[config.mk]
export PLATFORM = sky130hd
export DESIGN_NAME = data_mem_arbiter_flat
export DESIGN_NICKNAME = d
export VERILOG_FILES = /design/src/rtl/data_mem_arbiter_if.sv /design/src/rtl/data_mem_arbiter.sv /design/src/flat_wrapper.sv
export SDC_FILE = /design/constraint.sdc
export NUM_CORES = 1
export LEC_CHECK = 0
export ABC_AREA = 0
export CORE_ASPECT_RATIO = 1.2
export CORE_MARGIN = 5
export CORE_UTILIZATION = 40
export DETAILED_ROUTE_END_ITERATION = 6
export PLACE_DENSITY_LB_ADDON = 0.15
export SKIP_LAST_GASP = 1
export SLEW_MARGIN = 20
export SYNTH_ARGS = -nofsm -noshare
export SYNTH_HDL_FRONTEND = slang
export SYNTH_SLANG_ARGS = --single-unit
[constraint.sdc]
create_clock -name clk -period 15.65 [get_ports clk]
set_input_delay 4.695 -clock clk [delete_from_list [all_inputs] [get_ports clk]]
set_output_delay 4.695 -clock clk [all_outputs]
set_load 0.05 [all_outputs]
[src/rtl/data_mem_arbiter_if.sv]
// rtl/data_mem_arbiter_if.sv - requester-side handshake bundle for one data memory port
interface data_mem_arbiter_if #(
  parameter int ADDR_WIDTH = 32,
  parameter int DATA_WIDTH = 32
);
  logic                  req;
  logic                  we;
  logic [ADDR_WIDTH-1:0] addr;
  logic [2:0]            funct3;
  logic [DATA_WIDTH-1:0] wd;
  logic                  gnt;
  logic                  ack;
  logic                  err;
  logic [DATA_WIDTH-1:0] rd;

  modport master (output req, we, addr, funct3, wd, input gnt, ack, err, rd);
  modport slave  (input req, we, addr, funct3, wd, output gnt, ack, err, rd);
endinterface

[src/rtl/data_mem_arbiter.sv]
// rtl/data_mem_arbiter.sv - round-robin two-port arbiter and access checker for the data memory
module data_mem_arbiter #(
  parameter int ADDR_WIDTH  = 32,
  parameter int DATA_WIDTH  = 32,
  parameter int MEM_BYTES   = 256,
  parameter bit CHECK_ALIGN = 1'b1
) (
  input  logic                  clk,
  input  logic                  rst,
  data_mem_arbiter_if.slave     port_a,
  data_mem_arbiter_if.slave     port_b,
  output logic                  mem_we,
  output logic [ADDR_WIDTH-1:0] mem_addr,
  output logic [2:0]            mem_funct3,
  output logic [DATA_WIDTH-1:0] mem_wd,
  input  logic [DATA_WIDTH-1:0] mem_rd
);

  typedef enum logic [1:0] {IDLE, ACCESS, DONE} state_t;

  state_t                state;
  state_t                next_state;

  logic                  last_b;
  logic                  any_req;
  logic                  pick_b;

  logic                  in_we;
  logic [ADDR_WIDTH-1:0] in_addr;
  logic [2:0]            in_f3;
  logic [DATA_WIDTH-1:0] in_wd;
  logic                  in_err;

  logic [ADDR_WIDTH:0]   size;
  logic [ADDR_WIDTH:0]   end_addr;
  logic                  f3_err;
  logic                  range_err;
  logic                  align_err;

  logic                  lat_sel;
  logic                  lat_we;
  logic [ADDR_WIDTH-1:0] lat_addr;
  logic [2:0]            lat_f3;
  logic [DATA_WIDTH-1:0] lat_wd;
  logic                  lat_err;

  logic [DATA_WIDTH-1:0] rd_a_q;
  logic [DATA_WIDTH-1:0] rd_b_q;

  assign any_req = port_a.req | port_b.req;
  // B wins only when A is idle or A was the one served last
  assign pick_b  = port_b.req & (~port_a.req | ~last_b);

  assign in_we   = pick_b ? port_b.we     : port_a.we;
  assign in_addr = pick_b ? port_b.addr   : port_a.addr;
  assign in_f3   = pick_b ? port_b.funct3 : port_a.funct3;
  assign in_wd   = pick_b ? port_b.wd     : port_a.wd;

  always_comb begin
    size = (ADDR_WIDTH+1)'(4);
    case (in_f3[1:0])
      2'b00:   size = (ADDR_WIDTH+1)'(1);
      2'b01:   size = (ADDR_WIDTH+1)'(2);
      default: size = (ADDR_WIDTH+1)'(4);
    endcase
  end

  // one extra bit so an access near the top of the address space cannot wrap
  assign end_addr  = {1'b0, in_addr} + size;
  assign range_err = end_addr > (ADDR_WIDTH+1)'(MEM_BYTES);

  always_comb begin
    f3_err = 1'b0;
    if (in_we)
      f3_err = !(in_f3 inside {3'b000, 3'b001, 3'b010});
    else
      f3_err = !(in_f3 inside {3'b000, 3'b001, 3'b010, 3'b100, 3'b101});
  end

  assign align_err = CHECK_ALIGN &&
                     (((in_f3[1:0] == 2'b01) && in_addr[0]) ||
                      ((in_f3[1:0] == 2'b10) && (in_addr[1:0] != 2'b00)));

  assign in_err = f3_err | range_err | align_err;

  always_ff @(posedge clk or posedge rst) begin
    if (rst)
      state <= IDLE;
    else
      state <= next_state;
  end

  always_comb begin
    next_state = state;
    case (state)
      IDLE:    if (any_req) next_state = ACCESS;
      ACCESS:  next_state = DONE;
      DONE:    next_state = IDLE;
      default: next_state = IDLE;
    endcase
  end

  always_ff @(posedge clk or posedge rst) begin
    if (rst) begin
      last_b   <= 1'b1;
      lat_sel  <= 1'b0;
      lat_we   <= 1'b0;
      lat_addr <= '0;
      lat_f3   <= '0;
      lat_wd   <= '0;
      lat_err  <= 1'b0;
      rd_a_q   <= '0;
      rd_b_q   <= '0;
    end else begin
      if (state == IDLE && any_req) begin
        last_b   <= pick_b;
        lat_sel  <= pick_b;
        lat_we   <= in_we;
        lat_addr <= in_addr;
        lat_f3   <= in_f3;
        lat_wd   <= in_wd;
        lat_err  <= in_err;
      end
      // stores leave the requester's read register untouched
      if (state == ACCESS && !lat_we) begin
        if (lat_sel)
          rd_b_q <= lat_err ? '0 : mem_rd;
        else
          rd_a_q <= lat_err ? '0 : mem_rd;
      end
    end
  end

  always_comb begin
    port_a.gnt = 1'b0;
    port_b.gnt = 1'b0;
    port_a.ack = 1'b0;
    port_b.ack = 1'b0;
    port_a.err = 1'b0;
    port_b.err = 1'b0;
    mem_we     = 1'b0;
    mem_addr   = '0;
    mem_funct3 = '0;
    mem_wd     = '0;
    case (state)
      ACCESS: begin
        port_a.gnt = ~lat_sel;
        port_b.gnt = lat_sel;
        mem_we     = lat_we & ~lat_err;
        mem_addr   = lat_addr;
        mem_funct3 = lat_f3;
        mem_wd     = lat_wd;
      end
      DONE: begin
        port_a.gnt = ~lat_sel;
        port_b.gnt = lat_sel;
        port_a.ack = ~lat_sel;
        port_b.ack = lat_sel;
        port_a.err = ~lat_sel & lat_err;
        port_b.err = lat_sel & lat_err;
      end
      default: ;
    endcase
  end

  assign port_a.rd = rd_a_q;
  assign port_b.rd = rd_b_q;

endmodule
[src/flat_wrapper.sv]
// flat-port wrapper written by rule: the top's interface ports become plain ports
module data_mem_arbiter_flat 
#(
  parameter int ADDR_WIDTH  = 32,
  parameter int DATA_WIDTH  = 32,
  parameter int MEM_BYTES   = 256,
  parameter bit CHECK_ALIGN = 1'b1
)
  (clk, rst, mem_we, mem_addr, mem_funct3, mem_wd, mem_rd, port_a_req, port_a_we, port_a_addr, port_a_funct3, port_a_wd, port_a_gnt, port_a_ack, port_a_err, port_a_rd, port_b_req, port_b_we, port_b_addr, port_b_funct3, port_b_wd, port_b_gnt, port_b_ack, port_b_err, port_b_rd);
  data_mem_arbiter_if #(.ADDR_WIDTH(ADDR_WIDTH), .DATA_WIDTH(DATA_WIDTH)) port_a_i ();
  data_mem_arbiter_if #(.ADDR_WIDTH(ADDR_WIDTH), .DATA_WIDTH(DATA_WIDTH)) port_b_i ();
  input  logic clk;
  input  logic rst;
  output logic mem_we;
  output logic [ADDR_WIDTH-1:0] mem_addr;
  output logic [2:0] mem_funct3;
  output logic [DATA_WIDTH-1:0] mem_wd;
  input  logic [DATA_WIDTH-1:0] mem_rd;
  input wire logic [$bits(port_a_i.req)-1:0] port_a_req;
  input wire logic [$bits(port_a_i.we)-1:0] port_a_we;
  input wire logic [$bits(port_a_i.addr)-1:0] port_a_addr;
  input wire logic [$bits(port_a_i.funct3)-1:0] port_a_funct3;
  input wire logic [$bits(port_a_i.wd)-1:0] port_a_wd;
  output wire logic [$bits(port_a_i.gnt)-1:0] port_a_gnt;
  output wire logic [$bits(port_a_i.ack)-1:0] port_a_ack;
  output wire logic [$bits(port_a_i.err)-1:0] port_a_err;
  output wire logic [$bits(port_a_i.rd)-1:0] port_a_rd;
  input wire logic [$bits(port_b_i.req)-1:0] port_b_req;
  input wire logic [$bits(port_b_i.we)-1:0] port_b_we;
  input wire logic [$bits(port_b_i.addr)-1:0] port_b_addr;
  input wire logic [$bits(port_b_i.funct3)-1:0] port_b_funct3;
  input wire logic [$bits(port_b_i.wd)-1:0] port_b_wd;
  output wire logic [$bits(port_b_i.gnt)-1:0] port_b_gnt;
  output wire logic [$bits(port_b_i.ack)-1:0] port_b_ack;
  output wire logic [$bits(port_b_i.err)-1:0] port_b_err;
  output wire logic [$bits(port_b_i.rd)-1:0] port_b_rd;
  assign port_a_i.req = port_a_req;
  assign port_a_i.we = port_a_we;
  assign port_a_i.addr = port_a_addr;
  assign port_a_i.funct3 = port_a_funct3;
  assign port_a_i.wd = port_a_wd;
  assign port_a_gnt = port_a_i.gnt;
  assign port_a_ack = port_a_i.ack;
  assign port_a_err = port_a_i.err;
  assign port_a_rd = port_a_i.rd;
  assign port_b_i.req = port_b_req;
  assign port_b_i.we = port_b_we;
  assign port_b_i.addr = port_b_addr;
  assign port_b_i.funct3 = port_b_funct3;
  assign port_b_i.wd = port_b_wd;
  assign port_b_gnt = port_b_i.gnt;
  assign port_b_ack = port_b_i.ack;
  assign port_b_err = port_b_i.err;
  assign port_b_rd = port_b_i.rd;
  data_mem_arbiter #(.ADDR_WIDTH(ADDR_WIDTH), .DATA_WIDTH(DATA_WIDTH), .MEM_BYTES(MEM_BYTES), .CHECK_ALIGN(CHECK_ALIGN)) u_core (.clk(clk), .rst(rst), .port_a(port_a_i), .port_b(port_b_i), .mem_we(mem_we), .mem_addr(mem_addr), .mem_funct3(mem_funct3), .mem_wd(mem_wd), .mem_rd(mem_rd));
endmodule
==> metrics.txt, run 1 <==
CTS buffer count 17; metal3 WL 1.774 mm; worst reg-to-reg setup slack 11300 ps; HPWL after DPL 18.36 mm; deepest clock path buffer count 2; # hold bufs at CTS 0; ys async rst share 100.0%; Layout area overhead 50.75%; type of destination of the critical path flip-flop; worst slew pin tran 1020 ps; Final Max Tran Viols 0; Max Fclk 114.4 MHz; Die Span Y 162.2 um; Setup Crit Path Kind input pin to flip-flop; Ys Warns 0; DIE AREA 22180 sq um; final WL 24.83 mm; Critical Path AT 9040 ps; commonest non-fill, non-tap cell in the layout clkdlybuf4s50_1; row count 55; Root Buffer clkbuf_16; worst skew pair latency 430 ps; Setup Skew 15.02 ps; cell area after synthesis 7717 sq um; DP Worst Slack 6465 ps; vias per cell 5.128; setup ws final 6906 ps; first-pass iteration count of the detailed router 5; DP Area 10980 sq um; vias in the first global route 7271; Post-Synthesis Cells 878; # setup viols final 0; All-Layer GR Usage 21.88%; Post-DRT Antenna Nets 0; Yosys reg bits 137; number of flops mapped to enable cells by yosys 0; CP max FO 33; initial antenna violation count 0; slew margin rel. 31.97%; area of the multi-input gates 4051 sq um; final hold vios 0; Net Count, Synth 1056; run status completed; n_diodes 0; CP max stage cell clkdlybuf4s50_1; CTS tree yes; FF+latch area 3430 sq um; setup TNS 0 ps; number of port buffers 309; Critical Path Start Type input pin; maximum VDD drop 0.09791 mV; Seq/Total Area, Yosys 44.44%; gpl congestion 0.8763; main flop type after synthesis dfrtp_1; power per cell area 173.0 nW/um^2; pin count of the biggest net entering global routing 123; most frequent cells in the layout clkdlybuf4s50_1, nand2_1, o21ai_0; initial core utilization 40.78%; Final Net Count 1335; hold wc startpoint u_core.lat_wd[28]; clock-pin transition on the worst setup and hold timing paths 60 ps; CTS H-tree lvls 4; met1 WL 9.826 mm; Lkg Pwr 4.827 nW; max cap viols 0; Post-CTS Setup Inserts 0; GR Overflow Total 0; PostCTS Resize Cnt 0; Final period util 55.87%; Critical R2R Launch u_core.last_b; Ports 310; DRC viols 0; Reg2Reg Depth 14; # fillers 1695; highest metal layer with signal wires met4; max incr delay on CP 650 ps; Die Width 136.8 um; Hold Path Sink u_core.lat_wd[28]; global-route wire length before repair 38.64 mm; Reg-to-Reg End u_core.lat_err; Syn Area/Cell 8.790 sq um; Synth cell types 61; RSZ-0062 raised after global routing false; fin area 11630 sq um; wire per inst 17.41 um; worst hold stages 2; ratio of cells with drive above 1 in the final layout 4.872%; critical-path cell list clkdlybuf4s50_1, a21bo_4, mux2i_1, and2_1, ha_1, ha_1, nor2_1, a211oi_1, o21ai_0, buf_4, or3_1, or3_1, a2111oi_2, nand4_1, o31a_1; CTS sink cnt 137; min-delay worst type flip-flop to flip-flop; metal2 WL 12.68 mm; DR vias 7313; Core ar. 18920 sq um; fin crit period 8744 ps; Req. time, crit path 15950 ps; DRT iter0 DRCs 378
cell usage after synthesis, types with 5 or more instances:
cell type	instances	area [sq um]
nand2_1	157	589.3
o21ai_0	144	720.7
dfrtp_1	136	3403
and2_1	72	450.4
mux2i_1	68	680.7
clkbuf_1	44	165.2
nand2b_1	36	225.2
nand3_1	28	140.1
nor2_1	23	86.33
nor3_1	15	75.07
nand4_1	11	68.82
nor4_1	11	68.82
a21oi_1	10	50.05
inv_1	10	37.54
xor2_1	9	78.83
ha_1	6	75.07
nand3b_1	6	45.04
o22ai_1	6	37.54
xnor2_1	6	52.55
buf_1	5	18.77
buf_2	5	25.02
nor2b_1	5	31.28
where the power goes:
group	internal [mW]	switching [mW]
clock network	0.264	0.168
logic	0.346	0.680
registers	0.487	0.0676
worst max-delay path by stage:
stage,to,startpoint,cells past startpoint,slack [ps]
after floorplan,u_core.lat_err,port_b_req,17,6830
after global placement,u_core.lat_err,port_a_req,15,6560
after detailed placement,u_core.lat_err,port_a_req,15,6460
after CTS,u_core.lat_err,port_a_req,15,6900
after global routing,u_core.lat_err,port_a_req,15,6560
final,u_core.lat_err,port_a_req,15,6910
per-layer routing:
layer | GRT usage [%] | up-vias
met5 | 0 | -
li1 | - | 3620
met4 | 7.305 | 0
met3 | 5.700 | 41
met2 | 38.30 | 259
met1 | 25.92 | 3393
stage by stage:
stage	instances	power (mW)	util [%]	hold slack, ps
2_1_floorplan	878	1.234	-	441.8
3_3_place_gp	1394	1.579	58.04	452.3
3_5_place_dp	1394	1.593	58.04	462.9
4_1_cts	1426	2.032	61.41	477.1
5_1_grt	1426	2.135	61.47	497.6
6_report	1426	2.013	61.47	471.8
state kept, by name (all words and copies together), names as in the netlist:
register / cells
u_core.lat_we: 1
u_core.lat_sel: 1
u_core.state: 2
u_core.port_a.rd: 32
u_core.last_b: 1
u_core.lat_addr: 32
u_core.lat_f3: 3
u_core.port_b.rd: 32
u_core.lat_err: 1
u_core.lat_wd: 32
final cells by class:
| cell class | instances | share of cell area [%] |
|---|---|---|
| repair buffers | 317 | 27.10 |
| multi-input cells | 674 | 34.82 |
| clock inverters | 13 | 1.581 |
| inverters | 10 | 0.3657 |
| clock buffers | 19 | 3.893 |
| flip-flops and latches | 137 | 29.48 |
| well taps | 256 | 2.753 |
cell families (layout without fill, tap and decap cells):
group / after synthesis / after routing / synth area share [%]
simple gates: 381 / 381 / 24.92
compound gates: 200 / 200 / 14.98
flops: 137 / 137 / 44.44
mux: 72 / 72 / 9.403
buf+inv: 67 / 359 / 3.583
xor+xnor: 15 / 15 / 1.702
fa+ha+maj: 6 / 6 / 0.9727
critical path, delay by kind of cell:
| family | cells | cell delay, ps |
|---|---|---|
| compound gates | 5 | 1600 |
| simple gates | 5 | 1140 |
| buf+inv | 2 | 850 |
| fa+ha+maj | 2 | 430 |
| mux | 1 | 320 |
Power figures use the tool's default switching activity.
==> inputs of run 2 (changes only) <==
==> constraint.sdc (replaced) <==
create_clock -name clk -period 7.5 [get_ports clk]
set_input_delay 2.25 -clock clk [delete_from_list [all_inputs] [get_ports clk]]
set_output_delay 2.25 -clock clk [all_outputs]
set_load 0.05 [all_outputs]
==> metrics.txt, run 2 (same netlist as run 1, synthesis figures left out) <==
GR Overflow Total 0 (unchanged); DIE AREA 22180 sq um (unchanged); Die Span Y 162.2 um (unchanged); ratio of cells with drive above 1 in the final layout 4.953% (was 4.872%); setup TNS 0 ps (unchanged); Final period util 83.42%; CP max FO 23 (was 33); Post-CTS Setup Inserts 0 (unchanged); Req. time, crit path 7810 ps (was 15950 ps); HPWL after DPL 18.36 mm (about the same); CTS sink cnt 137 (unchanged); Critical Path AT 6560 ps (was 9040 ps); vias in the first global route 7203 (was 7271); dpl cells 1395 (was 1394); worst skew pair latency 420 ps (was 430 ps); max cap viols 0 (unchanged); PostCTS Resize Cnt 0 (unchanged); row count 55 (unchanged); max incr delay on CP 650 ps (about the same); initial antenna violation count 0 (unchanged); # setup viols final 0 (unchanged); DRT iter0 DRCs 304 (was 378); Core ar. 18920 sq um (unchanged); power per cell area 360.0 nW/um^2 (was 173.0 nW/um^2); run status completed (unchanged); number of port buffers 309 (unchanged); min-delay worst type flip-flop to flip-flop (unchanged); first-pass iteration count of the detailed router 7 (was 5); fin crit period 6257 ps; Root Buffer clkbuf_16 (unchanged); gpl congestion 0.8750 (was 0.8763); Final Max Tran Viols 0 (unchanged); commonest non-fill, non-tap cell in the layout clkdlybuf4s50_1 (unchanged); Lkg Pwr 4.825 nW (was 4.827 nW); Final Net Count 1336 (was 1335); worst reg-to-reg setup slack 3190 ps (was 11300 ps); Layout area overhead 50.68% (was 50.75%); type of destination of the critical path flip-flop (unchanged); All-Layer GR Usage 21.71% (was 21.88%); CTS tree yes (unchanged); Post-DRT Antenna Nets 0 (unchanged); final hold vios 0 (unchanged); n_diodes 0 (unchanged); Die Width 136.8 um (unchanged); DRC viols 0 (unchanged); final WL 24.49 mm (was 24.83 mm); clock-pin transition on the worst setup and hold timing paths 70 ps (was 60 ps); Cell Count, Final, Fillers Out 1427 (was 1426); slew margin rel. 31.50% (was 31.97%); CTS H-tree lvls 4 (unchanged); vias per cell 5.083 (was 5.128); most frequent cells in the layout clkdlybuf4s50_1, nand2_1, o21ai_0 (unchanged); Critical Path Start Type input pin (unchanged); setup ws final 1243 ps (was 6906 ps); worst slew pin tran 1028 ps (was 1020 ps); Max Fclk 159.8 MHz; CTS buffer count 17 (unchanged); RSZ-0062 raised after global routing false (unchanged); deepest clock path buffer count 2 (unchanged); Setup Crit Path Kind input pin to flip-flop (unchanged); pin count of the biggest net entering global routing 121 (was 123); initial core utilization 40.78% (unchanged); # hold bufs at CTS 0 (unchanged); wire per inst 17.16 um (was 17.41 um); DP Worst Slack 813.7 ps (was 6465 ps); Ports 310 (unchanged); critical-path cell list clkdlybuf4s50_1, a21bo_4, mux2i_1, and2_1, ha_1, ha_1, nor2_1, a211oi_1, o21ai_0, buf_4, or3_1, or3_1, a2111oi_2, nand4_1, o31a_1 (unchanged); maximum VDD drop 0.1912 mV (was 0.09791 mV); CP max stage cell clkdlybuf4s50_1 (unchanged); global-route wire length before repair 38.21 mm (was 38.64 mm); Setup Skew 12.77 ps (was 15.02 ps); DR vias 7254 (was 7313)
==> run 2: cell count changes in the layout (fill, tap and decap cells not counted), sizes merged <==
cell | before | now
buf | 8 | 9
clkbuf | 19 | 18
clkinv | 5 | 3
clkinvlp | 1 | 2
inv | 14 | 16
==> run 2: worst paths after layout <==
check,start,cells past startpoint,end
max reg2reg,u_core.last_b,14,u_core.lat_err
max in group asynchronous,rst,3,u_core.port_a.rd[26]
min,u_core.lat_addr[6],2,u_core.lat_addr[6]
min in group asynchronous,rst,2,u_core.port_a.rd[25]
max,port_a_req,15,u_core.lat_err
min reg2reg,u_core.lat_addr[6],2,u_core.lat_addr[6]
==> run 2: where the power goes <==
group	total [mW]	switching [mW]	internal (mW)
logic	2.14	1.42	0.724
clock network	0.890	0.348	0.541
registers	1.15	0.137	1.02
==> run 2: cell type report <==
cell class                 instances  area, sq um
fill                            1673         7296
clock buffer                      18        439.2
multi-input combinational        674         4051
clock inverter                    14        185.2
tap                              256        320.3
sequential                       137         3430
inverter                          10        42.54
timing repair buffer             318         3161
==> run 2: through the flow <==
| stage | power, mW | hold slack (ps) | utilization, % | cell area [sq um] |
|---|---|---|---|---|
| after floorplan | 2.575 | 441.8 | - | 7717 |
| after global placement | 3.300 | 453.1 | 58.08 | 10990 |
| after detailed placement | 3.323 | 462.0 | 58.08 | 10990 |
| after CTS | 4.227 | 474.6 | 61.38 | 11620 |
| after global routing | 4.440 | 486.7 | 61.45 | 11630 |
| final | 4.186 | 468.8 | 61.45 | 11630 |
==> run 2: worst max-delay path: cells and delay by family <==
| family | cells | cell delay (ps) |
|---|---|---|
| AO/OA/AOI/OAI | 5 | 1510 |
| AND/OR/NAND/NOR | 5 | 1200 |
| buffers and inverters | 2 | 840 |
| adder cells (fa/ha/maj) | 2 | 420 |
| multiplexers | 1 | 320 |
==> run 2: routing by layer <==
metal,part of all wire (%),GRT usage (%),vias up
met2,51,37.44,216
met1,41,26.77,3386
li1,-,-,3622
met5,0,0,-
met4,1.8,6.760,0
met3,6.6,5.143,30
